## config.mk

```make
export PLATFORM = sky130hd
export DESIGN_NAME = xillyvga_fb_fetch_flat
export DESIGN_NICKNAME = d
export VERILOG_FILES = /design/src/rtl/xillyvga_fb_fetch_if.sv /design/src/rtl/xillyvga_fb_fetch.sv /design/src/flat_wrapper.sv
export SDC_FILE = /design/constraint.sdc
export NUM_CORES = 1
export LEC_CHECK = 0
export ABC_CLOCK_PERIOD_IN_PS = 3550
export BUFFER_PORTS_ARGS = -buffer_cell sky130_fd_sc_hd__buf_4
export CAP_MARGIN = 20
export CORE_MARGIN = 3
export CORE_UTILIZATION = 26
export CTS_CLUSTER_DIAMETER = 80
export DETAILED_ROUTE_END_ITERATION = 7
export PLACE_DENSITY = 0.48
export SLEW_MARGIN = 20
export SYNTH_ARGS = -nofsm -noshare
export SYNTH_HDL_FRONTEND = slang
export SYNTH_SLANG_ARGS = --single-unit
export TNS_END_PERCENT = 100
```

## constraint.sdc

```tcl
create_clock -name m_axi_aclk -period 3.55 [get_ports m_axi_aclk]
set_input_delay 0.1775 -clock m_axi_aclk [delete_from_list [all_inputs] [get_ports m_axi_aclk]]
set_output_delay 0.1775 -clock m_axi_aclk [all_outputs]
set_load 0.005 [all_outputs]
```

## src/rtl/xillyvga_fb_fetch_if.sv

```systemverilog
// AXI4 read-address and read-data channel bundle used by the framebuffer
// fetch scheduler to reach system memory.
//   master modport: issues AR requests and accepts R beats (the fetch engine)
//   slave  modport: memory side / interconnect
// Signals follow AXI4 naming without the m_axi_ prefix:
//   araddr/arlen/arvalid/arready/arburst/arsize/arcache/arprot  address channel
//   rdata/rvalid/rlast/rresp/rready                              data channel
interface xillyvga_fb_fetch_if;
  logic [31:0] araddr;
  logic [3:0]  arlen;
  logic        arvalid;
  logic        arready;
  logic [1:0]  arburst;
  logic [2:0]  arsize;
  logic [3:0]  arcache;
  logic [2:0]  arprot;
  logic [31:0] rdata;
  logic        rvalid;
  logic        rlast;
  logic [1:0]  rresp;
  logic        rready;

  modport master (
    output araddr, arlen, arvalid, arburst, arsize, arcache, arprot, rready,
    input  arready, rdata, rvalid, rlast, rresp
  );

  modport slave (
    input  araddr, arlen, arvalid, arburst, arsize, arcache, arprot, rready,
    output arready, rdata, rvalid, rlast, rresp
  );
endinterface

```

## src/rtl/xillyvga_fb_fetch.sv

```systemverilog
// Framebuffer fetch scheduler for the VGA/DVI output path.
// Once per frame it walks a linear framebuffer with INCR read bursts and
// streams the returned 32-bit pixel words straight into the pixel FIFO.
// A burst is only requested when the FIFO can absorb all of its beats, so
// the R channel is never back-pressured.
// Ports:
//   m_axi_aclk / m_axi_aresetn  clock, async active-low reset
//   enable                      fetch enable level
//   frame_start                 1-cycle pulse at start of vertical blank
//   fb_base, frame_words        frame base byte address (64 B aligned), word count
//   fifo_free                   free word slots in the pixel FIFO
//   fifo_wr, fifo_wdata         pixel FIFO write port
//   m_axi                       AXI4 read channels (master)
//   busy                        frame fetch in progress
//   overrun, rd_err             sticky status, cleared by clr_flags
module xillyvga_fb_fetch #(
  parameter int BURST_LEN = 16,
  parameter int CNT_W     = 20,
  parameter int FREE_W    = 10
) (
  input  logic                 m_axi_aclk,
  input  logic                 m_axi_aresetn,
  input  logic                 enable,
  input  logic                 frame_start,
  input  logic [31:0]          fb_base,
  input  logic [CNT_W-1:0]     frame_words,
  input  logic [FREE_W-1:0]    fifo_free,
  output logic                 fifo_wr,
  output logic [31:0]          fifo_wdata,
  xillyvga_fb_fetch_if.master  m_axi,
  output logic                 busy,
  output logic                 overrun,
  output logic                 rd_err,
  input  logic                 clr_flags
);

  typedef enum logic [1:0] {S_IDLE, S_WAIT, S_AR, S_DATA} state_t;

  localparam logic [4:0] BL = 5'(BURST_LEN);

  state_t           state;
  logic [31:0]      addr;
  logic [CNT_W-1:0] remain;
  logic [4:0]       cur_beats;
  // A frame_start that lands while a burst is in flight is parked here and
  // applied once that burst's rlast has been taken.
  logic             pend;
  logic [31:0]      pend_base;
  logic [CNT_W-1:0] pend_words;
  logic [31:0]      araddr_q;
  logic [3:0]       arlen_q;
  logic             arvalid_q;
  logic             rready_q;

  logic [31:0]      base_aligned;
  logic [4:0]       beats;
  logic             start_ok;
  logic             beat;

  assign base_aligned = fb_base & 32'hFFFF_FFC0;
  assign start_ok     = frame_start & enable & (frame_words != '0);
  assign beat         = rready_q & m_axi.rvalid;

  // Last burst of a frame is shortened to whatever is left.
  always_comb begin
    beats = BL;
    if (remain < CNT_W'(BURST_LEN)) beats = remain[4:0];
  end

  assign fifo_wr         = beat;
  assign fifo_wdata      = m_axi.rdata;
  assign m_axi.araddr    = araddr_q;
  assign m_axi.arlen     = arlen_q;
  assign m_axi.arvalid   = arvalid_q;
  assign m_axi.rready    = rready_q;
  assign m_axi.arburst   = 2'b01;
  assign m_axi.arsize    = 3'b010;
  assign m_axi.arcache   = 4'b0011;
  assign m_axi.arprot    = 3'b000;

  always_ff @(posedge m_axi_aclk or negedge m_axi_aresetn) begin
    if (!m_axi_aresetn) begin
      state      <= S_IDLE;
      addr       <= '0;
      remain     <= '0;
      cur_beats  <= '0;
      pend       <= 1'b0;
      pend_base  <= '0;
      pend_words <= '0;
      araddr_q   <= '0;
      arlen_q    <= '0;
      arvalid_q  <= 1'b0;
      rready_q   <= 1'b0;
      busy       <= 1'b0;
      overrun    <= 1'b0;
      rd_err     <= 1'b0;
    end else begin
      // Set has priority over clear for both sticky flags.
      if (start_ok && busy)                   overrun <= 1'b1;
      else if (clr_flags)                     overrun <= 1'b0;
      if (beat && (m_axi.rresp != 2'b00))     rd_err  <= 1'b1;
      else if (clr_flags)                     rd_err  <= 1'b0;

      case (state)
        S_IDLE: begin
          if (start_ok) begin
            addr   <= base_aligned;
            remain <= frame_words;
            busy   <= 1'b1;
            state  <= S_WAIT;
          end
        end

        S_WAIT: begin
          if (!enable) begin
            busy  <= 1'b0;
            state <= S_IDLE;
          end else if (start_ok) begin
            // No burst in flight: restart the frame immediately.
            addr   <= base_aligned;
            remain <= frame_words;
          end else if (fifo_free >= FREE_W'(beats)) begin
            araddr_q  <= addr;
            arlen_q   <= 4'(beats - 5'd1);
            cur_beats <= beats;
            arvalid_q <= 1'b1;
            state     <= S_AR;
          end
        end

        S_AR: begin
          if (start_ok) begin
            pend       <= 1'b1;
            pend_base  <= base_aligned;
            pend_words <= frame_words;
          end
          if (m_axi.arready) begin
            arvalid_q <= 1'b0;
            rready_q  <= 1'b1;
            addr      <= addr + {25'd0, cur_beats, 2'b00};
            remain    <= remain - CNT_W'(cur_beats);
            state     <= S_DATA;
          end
        end

        S_DATA: begin
          if (start_ok) begin
            pend       <= 1'b1;
            pend_base  <= base_aligned;
            pend_words <= frame_words;
          end
          if (beat && m_axi.rlast) begin
            rready_q <= 1'b0;
            pend     <= 1'b0;
            if (!enable) begin
              busy  <= 1'b0;
              state <= S_IDLE;
            end else if (start_ok) begin
              addr   <= base_aligned;
              remain <= frame_words;
              state  <= S_WAIT;
            end else if (pend) begin
              addr   <= pend_base;
              remain <= pend_words;
              state  <= S_WAIT;
            end else if (remain == '0) begin
              busy  <= 1'b0;
              state <= S_IDLE;
            end else begin
              state <= S_WAIT;
            end
          end
        end

        default: state <= S_IDLE;
      endcase
    end
  end

endmodule
```

## src/flat_wrapper.sv

```systemverilog
// flat-port wrapper written by rule: the top's interface ports become plain ports
module xillyvga_fb_fetch_flat 
#(
  parameter int BURST_LEN = 16,
  parameter int CNT_W     = 20,
  parameter int FREE_W    = 10
)
  (m_axi_aclk, m_axi_aresetn, enable, frame_start, fb_base, frame_words, fifo_free, fifo_wr, fifo_wdata, busy, overrun, rd_err, clr_flags, m_axi_araddr, m_axi_arlen, m_axi_arvalid, m_axi_arburst, m_axi_arsize, m_axi_arcache, m_axi_arprot, m_axi_rready, m_axi_arready, m_axi_rdata, m_axi_rvalid, m_axi_rlast, m_axi_rresp);
  xillyvga_fb_fetch_if m_axi_i ();
  input  logic m_axi_aclk;
  input  logic m_axi_aresetn;
  input  logic enable;
  input  logic frame_start;
  input  logic [31:0] fb_base;
  input  logic [CNT_W-1:0] frame_words;
  input  logic [FREE_W-1:0] fifo_free;
  output logic fifo_wr;
  output logic [31:0] fifo_wdata;
  output logic busy;
  output logic overrun;
  output logic rd_err;
  input  logic clr_flags;
  output wire logic [$bits(m_axi_i.araddr)-1:0] m_axi_araddr;
  output wire logic [$bits(m_axi_i.arlen)-1:0] m_axi_arlen;
  output wire logic [$bits(m_axi_i.arvalid)-1:0] m_axi_arvalid;
  output wire logic [$bits(m_axi_i.arburst)-1:0] m_axi_arburst;
  output wire logic [$bits(m_axi_i.arsize)-1:0] m_axi_arsize;
  output wire logic [$bits(m_axi_i.arcache)-1:0] m_axi_arcache;
  output wire logic [$bits(m_axi_i.arprot)-1:0] m_axi_arprot;
  output wire logic [$bits(m_axi_i.rready)-1:0] m_axi_rready;
  input wire logic [$bits(m_axi_i.arready)-1:0] m_axi_arready;
  input wire logic [$bits(m_axi_i.rdata)-1:0] m_axi_rdata;
  input wire logic [$bits(m_axi_i.rvalid)-1:0] m_axi_rvalid;
  input wire logic [$bits(m_axi_i.rlast)-1:0] m_axi_rlast;
  input wire logic [$bits(m_axi_i.rresp)-1:0] m_axi_rresp;
  assign m_axi_araddr = m_axi_i.araddr;
  assign m_axi_arlen = m_axi_i.arlen;
  assign m_axi_arvalid = m_axi_i.arvalid;
  assign m_axi_arburst = m_axi_i.arburst;
  assign m_axi_arsize = m_axi_i.arsize;
  assign m_axi_arcache = m_axi_i.arcache;
  assign m_axi_arprot = m_axi_i.arprot;
  assign m_axi_rready = m_axi_i.rready;
  assign m_axi_i.arready = m_axi_arready;
  assign m_axi_i.rdata = m_axi_rdata;
  assign m_axi_i.rvalid = m_axi_rvalid;
  assign m_axi_i.rlast = m_axi_rlast;
  assign m_axi_i.rresp = m_axi_rresp;
  xillyvga_fb_fetch #(.BURST_LEN(BURST_LEN), .CNT_W(CNT_W), .FREE_W(FREE_W)) u_core (.m_axi_aclk(m_axi_aclk), .m_axi_aresetn(m_axi_aresetn), .enable(enable), .frame_start(frame_start), .fb_base(fb_base), .frame_words(frame_words), .fifo_free(fifo_free), .fifo_wr(fifo_wr), .fifo_wdata(fifo_wdata), .m_axi(m_axi_i), .busy(busy), .overrun(overrun), .rd_err(rd_err), .clr_flags(clr_flags));
endmodule
```

==> impl_metrics.ini, run 1 <==
[outcome]
status = completed

[timing]
min_period_over_period = 0.948
tns_ps = 0
hold_viol = 0
finalSetupViolCount = 0
finClkSkew_ps = 12.0
worstMarginPinSlew_ps = 781
fin_crit_ps = 3360
max_freq_ghz = 0.297
maxSlewHeadroom = 0.480
drv_slew = 0
rsz0062_at_grt = false

[worst_setup_path]
worstPathRequired_ps = 3850
worstSetupEndpointType = register
regToRegEndpoint = u_core.m_axi.araddr[29]
arrival_ps = 3670
critical_path.startpoint = u_core.remain[11]
crit_type = reg2reg
path_max_fanout = 44
r2r_slack_ps = 190
r2r-start = u_core.remain[11]
cp-start-kind = register
rr_worst_depth = 12

[clock_network]
root_buffer = clkbuf_16
cts_htree_levels = 4
clock_path_buffers = 2
cts_made_buffers = 17
cts_sinks = 143
postCtsSetupBuffers = 0
clk_latency_ps = 430
clk_pin_slew_ps = 70
cts_tree = built

[drt]
vias_per_cell = 5.06
routedWlPerCell_um = 18.4
wirelength_mm = 26.0
firstDrtPassIters = 5
drt.antenna.violating_nets = 0
vias = 7177
remaining_drc_errors = 0
drt_iter0_drc = 544

[global_routing]
grt_max_degree = 80
grt_pass1_wl_mm = 40.7
grt_pass1_vias = 6893
track_usage = 0.154
grt-ovfl-total = 0
grt_antenna_before_repair = 0

[logic_synthesis]
seq_area_frac_synth = 0.435
synth_area_um2 = 8240
synth_edf_count = 0
synth.most_common_cell = nand2_1
synth_cell_types = 74
synth_seq_cells = 143
syn_inst = 924
synth_flop_cell = dfrtp_1
ys_warn_count = 0
synth_top_area_share = 0.435
synthArstFlopShare = 1.00
synthTopCellsByArea = dfrtp_1, nand2_1, mux2_2
syn-mean-instance-area_um2 = 8.91
yosys-top-cells-count = nand2_1, dfrtp_1, o21ai_0
synth_top_area_cell = dfrtp_1

[placement]
dpl.cell_count = 1358
io_buffers = 105
place_area_um2 = 9230
place_hpwl_mm = 18.5
finalWeightedCongestion = 0.829

[power_and_ir_drop]
power_uw = 8100
peakVddDrop_uv = 412
power_density_nw_per_um2 = 801
p_leak_uw = 0.00448

[worst_hold_path]
worstHoldStart = fb_base[22]
hold_path.class = in2reg
min_to = u_core.pend_base[22]
hold_depth = 2

[floorplanning]
die-area_um2 = 33800
start_util = 0.266
fp.coreArea_um2 = 30900
io_pins = 190
die_x_um = 184
die_y_um = 184
rows = 64

[cells_and_area]
stdcell_count = 1418
final_core_util = 0.327
syn_to_final_growth_pct = 22.8
fin_area_um2 = 10100
final_nets = 1131
drive_gt1_frac = 0.213
antenna_cells = 0

[flow_run]
cap_viol_max_count = 0
-- sequential cells by signal (all words and copies together) (netlist names), 4 cells and up, named ones only --
signal and flops:
u_core.addr 30, u_core.cur_beats 5, u_core.m_axi.araddr 30, u_core.m_axi.arlen 4, u_core.pend_base 26, u_core.pend_words 20, u_core.remain 20
-- metrics by stage --
step	setup slack [ps]	hold WS, ps
global route	2.25	0.548
detailed placement	134	291
CTS	113	0.156
floorplan	331	-118
finish	185	15.9
global placement	151	301
-- report_power, final --
part | switching [µW] | leakage [µW] | internal (µW)
Clock | 753 | 0.000280 | 1060
Combinational | 1930 | 0.00243 | 1420
Sequential | 589 | 0.00178 | 2340
-- worst max-delay path by stage --
stage | end | cells past startpoint
2_1_floorplan | u_core.m_axi.araddr[7] | 13
3_3_place_gp | u_core.m_axi.araddr[29] | 12
3_5_place_dp | u_core.m_axi.araddr[29] | 12
4_1_cts | u_core.cur_beats[3] | 12
5_1_grt | u_core.m_axi.araddr[29] | 12
6_report | u_core.m_axi.araddr[29] | 12
-- cell type report --
| type | count | area (µm²) |
|---|---|---|
| fill | 3275 | 20800 |
| clock inverter | 14 | 156 |
| timing repair buffer | 156 | 1290 |
| inverter | 25 | 93.8 |
| tap | 396 | 495 |
| multi-input combinational | 666 | 4060 |
| sequential | 143 | 3580 |
| clock buffer | 18 | 439 |
-- layer usage --
layer	vias to the layer above	global-route usage	routed length, µm
met5	-	0	0
met4	0	0.0478	390
met3	28	0.0279	1260
met2	199	0.229	11400
met1	3482	0.228	13000
li1	3468	-	-
-- what timing repair did --
item | in CTS | in global routing
hold endpoints to repair | 107 | 0
gates resized for setup | 0 | 1
endpoints found under the setup margin | 0 | 36
hold buffers | 28 | 0
-- cells in the final DEF (no fill, tap or decap), types with 9 or more instances in the layout --
| cell | count |
|---|---|
| a211oi_1 | 9 |
| a21oi_1 | 43 |
| a31oi_1 | 18 |
| and3_1 | 29 |
| buf_4 | 123 |
| clkbuf_16 | 17 |
| conb_1 | 14 |
| dfrtp_1 | 143 |
| dlygate4sd3_1 | 28 |
| ha_1 | 16 |
| inv_1 | 24 |
| mux2_2 | 39 |
| nand2_1 | 164 |
| nand3_1 | 37 |
| nor2_1 | 44 |
| nor3_1 | 14 |
| nor4_1 | 13 |
| o211ai_1 | 11 |
| o21ai_0 | 73 |
-- worst max-delay path: stages (launching register included) --
cell     delay [ps]
dfrtp_1         400
or4_4           560
or3_4           440
nor2_4          180
nand2_1         140
ha_1            300
nand2_1          40
o21ai_0         140
a31oi_1         180
or3_1           470
buf_12          210
nand2_1          90
o21ai_0          70
-- kinds of logic after synthesis --
logic type / Yosys count / share of synthesized area
compound gates: 234 / 0.188
flops: 143 / 0.435
mux: 40 / 0.0545
simple gates: 355 / 0.207
fa+ha+maj: 18 / 0.0292
buf+inv: 127 / 0.0808
xor+xnor: 5 / 0.00532
other cells: 2 / 0.000912
No activity file was read; power rests on OpenSTA's default activity.
==> run 2: changes to the inputs <==
PLACE_DENSITY = not set   (was 0.48)
==> run 2 against run 1 <==
Clock skew is essentially flat. Wire length grew 0.19%. Critical path depth grew 1. Combinational power grew 1%. Hold slack lost 14 ps. Cell count shrank 0.35%. Via count grew 1.8%.
==> impl_metrics.ini, run 2 (synthesis results as in run 1) <==
[outcome]
status = completed

[flow_run]
cap_viol_max_count = 0

[clock_network]
clock_path_buffers = 2
cts_made_buffers = 17
cts_sinks = 143
cts_htree_levels = 4
clk_pin_slew_ps = 70
clk_latency_ps = 440
root_buffer = clkbuf_16
cts_tree = built

[power_and_ir_drop]
power_density_nw_per_um2 = 814
p_leak_uw = 0.00450
peakVddDrop_uv = 365

[worst_setup_path]
rr_worst_depth = 13
worstSetupEndpointType = register
worstPathRequired_ps = 3900
arrival_ps = 3670
crit_type = reg2reg
r2r_slack_ps = 230
regToRegEndpoint = u_core.m_axi.arlen[3]
r2r-start = u_core.remain[11]
cp-start-kind = register
path_max_fanout = 9

[timing]
finalSetupViolCount = 0
worstMarginPinSlew_ps = 847
layout_setup_ws_ps = 233
hold_viol = 0
tns_ps = 0
drv_slew = 0
rsz0062_at_grt = false
min_period_over_period = 0.934
finClkSkew_ps = 12.1
maxSlewHeadroom = 0.435
max_freq_ghz = 0.301
fin_crit_ps = 3320

[drt]
remaining_drc_errors = 0
drt.antenna.violating_nets = 0
vias = 7308
routedWlPerCell_um = 18.5
firstDrtPassIters = 5
drt_iter0_drc = 584
vias_per_cell = 5.17
wirelength_mm = 26.1

[floorplanning]
start_util = 0.266
rows = 64
fp.coreArea_um2 = 30900
die-area_um2 = 33800
die_x_um = 184
io_pins = 190
die_y_um = 184

[placement]
io_buffers = 105
place_area_um2 = 9230
finalWeightedCongestion = 0.844
place_hpwl_mm = 18.3
place_worst_setup_slack_ps = 156

[worst_hold_path]
min_to = u_core.pend_base[9]
hold_depth = 2
worstHoldStart = fb_base[9]
hold_path.class = in2reg

[cells_and_area]
final_core_util = 0.328
syn_to_final_growth_pct = 23.2
antenna_cells = 0
drive_gt1_frac = 0.212
fin_area_um2 = 10100
layout_commonest_cell = nand2_1
fillerInstances = 3196
final_cell_mix = nand2_1, dfrtp_1, buf_4
final_nets = 1127

[global_routing]
grt_max_degree = 90
track_usage = 0.152
grt_pass1_wl_mm = 40.7
grt-ovfl-total = 0
grt_antenna_before_repair = 2
grt_pass1_vias = 7185
run 2: per-layer routing:
layer,vias up,track usage,wire (µm)
li1,3461,-,-
met1,3550,0.214,12300
met2,252,0.231,11600
met3,41,0.0400,1750
met4,4,0.0405,389
met5,-,0,27
run 2: worst max path at each step:
stage                       from                      end  slack, ps  cells after the start
6_report       u_core.remain[11]    u_core.m_axi.arlen[3]        230                     13
2_1_floorplan  u_core.remain[11]   u_core.m_axi.araddr[7]        330                     13
3_5_place_dp   u_core.remain[11]      u_core.cur_beats[2]        160                     12
3_3_place_gp   u_core.remain[11]  u_core.m_axi.araddr[29]        180                     12
5_1_grt        u_core.remain[11]    u_core.m_axi.arlen[3]         20                     13
4_1_cts        u_core.remain[11]   u_core.m_axi.araddr[9]        150                     12
run 2: layout make-up:
type | instances | area (µm²) | area share
Multi-Input combinational cell | 666 | 4060 | 0.401
Sequential cell | 143 | 3580 | 0.353
Timing Repair Buffer | 152 | 1280 | 0.127
Tap cell | 396 | 495 | 0.0488
Clock buffer | 19 | 443 | 0.0437
Clock inverter | 12 | 188 | 0.0185
Inverter | 25 | 93.8 | 0.00925
run 2: through the flow:
step,hold WS (ps),std cells,power (µW)
CTS,0.280,1411,8230
detailed placement,327,1356,6250
global placement,325,1355,6140
floorplan,-118,936,4980
global route,1.30,1413,8830
finish,2.22,1413,8260
run 2: power by group:
part / internal, µW / total [µW] / switching [µW] / leakage (µW)
Clock: 1200 / 1940 / 740 / 0.000299
Combinational: 1440 / 3390 / 1940 / 0.00242
Sequential: 2340 / 2930 / 592 / 0.00178
run 2: critical path, cell delays in order (launching register included):
cell,delay (ps)
dfrtp_1,400
or4_4,560
or3_4,440
nor2_4,180
nand2_1,130
ha_1,310
nand2_1,40
o21ai_0,140
a31oi_1,170
buf_4,190
nor3_4,270
clkbuf_16,240
nor2_1,50
a31oi_1,120
run 2: what timing repair did:
action | CTS | global route
hold buffers | 24 | 0
gates resized for setup | 0 | 4
hold endpoints to repair | 114 | 0
setup buffers | 0 | 0
setup endpoints to repair | 0 | 39
==> run 3: changes to the inputs <==
ABC_CLOCK_PERIOD_IN_PS = 3500   (was 3550)
CORE_MARGIN = not set   (was 3)
clock period = 3.5 ns   (was 3.55 ns; I/O delays follow)
==> run 3 against run 2 <==
Count of clock-buffer cells in the layout unchanged. Power decreased by 1.4%. Fmax fell by 1.2%. Global-route usage increased by 0.66 points. Wire length shrank 2.9%. Combinational power about the same. Final area down 0.44%. Die area decreased by 4.3%.
==> impl_metrics.ini, run 3 (synthesis results as in run 1) <==
[placement]
io_buffers = 105
place_worst_setup_slack_ps = 93.2
place_hpwl_mm = 18.0
finalWeightedCongestion = 0.873

[floorplanning]
die_y_um = 180
io_pins = 190
start_util = 0.266
fp.coreArea_um2 = 30900
die-area_um2 = 32400
rows = 64
die_x_um = 180

[worst_hold_path]
worstHoldStart = fb_base[22]
hold_path.class = in2reg

[timing]
tns_ps = 0
hold_viol = 0
min_period_over_period = 0.959
finClkSkew_ps = 10.0
layout_setup_ws_ps = 143
drv_slew = 0
fin_crit_ps = 3360
worstMarginPinSlew_ps = 1090
maxSlewHeadroom = 0.274
max_freq_ghz = 0.298
hold_ws_ps = 10.9
finalSetupViolCount = 0

[cells_and_area]
fillerInstances = 3175
final_core_util = 0.327
syn_to_final_growth_pct = 22.7
final_cell_mix = nand2_1, dfrtp_1, buf_4
drive_gt1_frac = 0.213
layout_commonest_cell = nand2_1
final_nets = 1127

[clock_network]
clk_latency_ps = 430
cts_made_buffers = 17
root_buffer = clkbuf_16
cts_sinks = 143
clock_path_buffers = 2
clk_pin_slew_ps = 60
cts_htree_levels = 4
cts_tree = built

[worst_setup_path]
cpPeakStageDelay_ps = 560
cp.buffers_inverters = 4
worstPathRequired_ps = 3820
worstSetupEndpointType = register
critical_path.top_delay_family = simple AND/OR/NAND/NOR gates
crit_path_top_delay_cell = or4_4
arrival_ps = 3670
path_max_fanout = 16
cp-start-kind = register
r2r-start = u_core.remain[11]
critical_path.startpoint = u_core.remain[11]
crit_top_cell = nand2_1
path_cells = or4_4 -> or3_4 -> nor2_4 -> nand2_1 -> inv_1 -> ha_1 -> nor2b_1 -> o21ai_0 -> a31oi_1 -> buf_4 -> nor3_4 -> buf_4 -> buf_6 -> nand2_1 -> nand2_1
crit_type = reg2reg

[drt]
routedWlPerCell_um = 17.9
drt_iter0_drc = 726
remaining_drc_errors = 0
vias_per_cell = 5.20
drt.antenna.violating_nets = 0
vias = 7349
wirelength_mm = 25.3
firstDrtPassIters = 5

[global_routing]
grt_max_degree = 74
grt_antenna_before_repair = 2
track_usage = 0.158
grt-ovfl-total = 0
grt_pass1_wl_mm = 40.4
grt_pass1_vias = 7123

[outcome]
status = completed

[power_and_ir_drop]
peakVddDrop_uv = 348
power_density_nw_per_um2 = 806
p_leak_uw = 0.00447

[flow_run]
cap_viol_max_count = 0
==> run 3: cell types whose count changed in the layout (fill, tap and decap cells not counted), moves of 2 or more <==
cell / delta
buf_6: -2
bufinv_16: -2
clkinv_2: +4
clkinv_4: -6
clkinvlp_4: +3
diode_2: +2
==> run 3: worst register-to-register path: stages (launching register included) <==
cell	delay (ps)
dfrtp_1	410
or4_4	560
or3_4	440
nor2_4	180
nand2_1	130
inv_1	90
ha_1	220
nor2b_1	90
o21ai_0	90
a31oi_1	320
buf_4	210
nor3_4	40
buf_4	170
buf_6	160
nand2_1	80
nand2_1	40
==> run 3: final cells by class <==
type | instances | area [µm²] | area share
inverter | 25 | 93.8 | 0.00929
sequential | 143 | 3580 | 0.354
antenna | 2 | 5.00 | 0.000495
clock inverter | 11 | 118 | 0.0116
clock buffer | 19 | 453 | 0.0448
tap | 396 | 495 | 0.0491
multi-input combinational | 666 | 4070 | 0.403
timing repair buffer | 152 | 1290 | 0.128
==> run 3: routing by layer <==
metal,global-route usage,vias up,part of all wire
met5,0,-,0
met4,0.0476,0,0.011
met3,0.0411,26,0.070
met2,0.234,262,0.44
met1,0.224,3600,0.48
li1,-,3461,-
==> run 3: final timing paths <==
path | to | slack, ps | cells after the start
min in group asynchronous | u_core.m_axi.araddr[23] | 340 | 2
min | u_core.pend_base[22] | 10 | 2
max | u_core.m_axi.araddr[27] | 140 | 15
max reg2reg | u_core.m_axi.araddr[27] | 140 | 15
min reg2reg | u_core.m_axi.araddr[23] | 480 | 2
max in group asynchronous | u_core.m_axi.araddr[28] | 2270 | 3
==> run 3: stage by stage <==
stage	cells	cell area [µm²]	power [µW]
floorplan	936	8280	5050
global placement	1355	9230	6220
detailed placement	1355	9230	6300
CTS	1409	10000	8130
global route	1412	10100	8730
finish	1414	10100	8140
==> run 3: where the power goes <==
part / leakage [µW] / internal (µW) / switching, µW
clock network: 0.000269 / 1070 / 710
logic: 0.00243 / 1450 / 1940
registers: 0.00178 / 2380 / 591
==> run 3: timing repair <==
item | in CTS | in global routing
setup endpoints to repair | 0 | 39
hold buffers | 24 | 1
resized for setup | 0 | 5
setup buffers | 0 | 1
endpoints found under the hold margin | 95 | 1
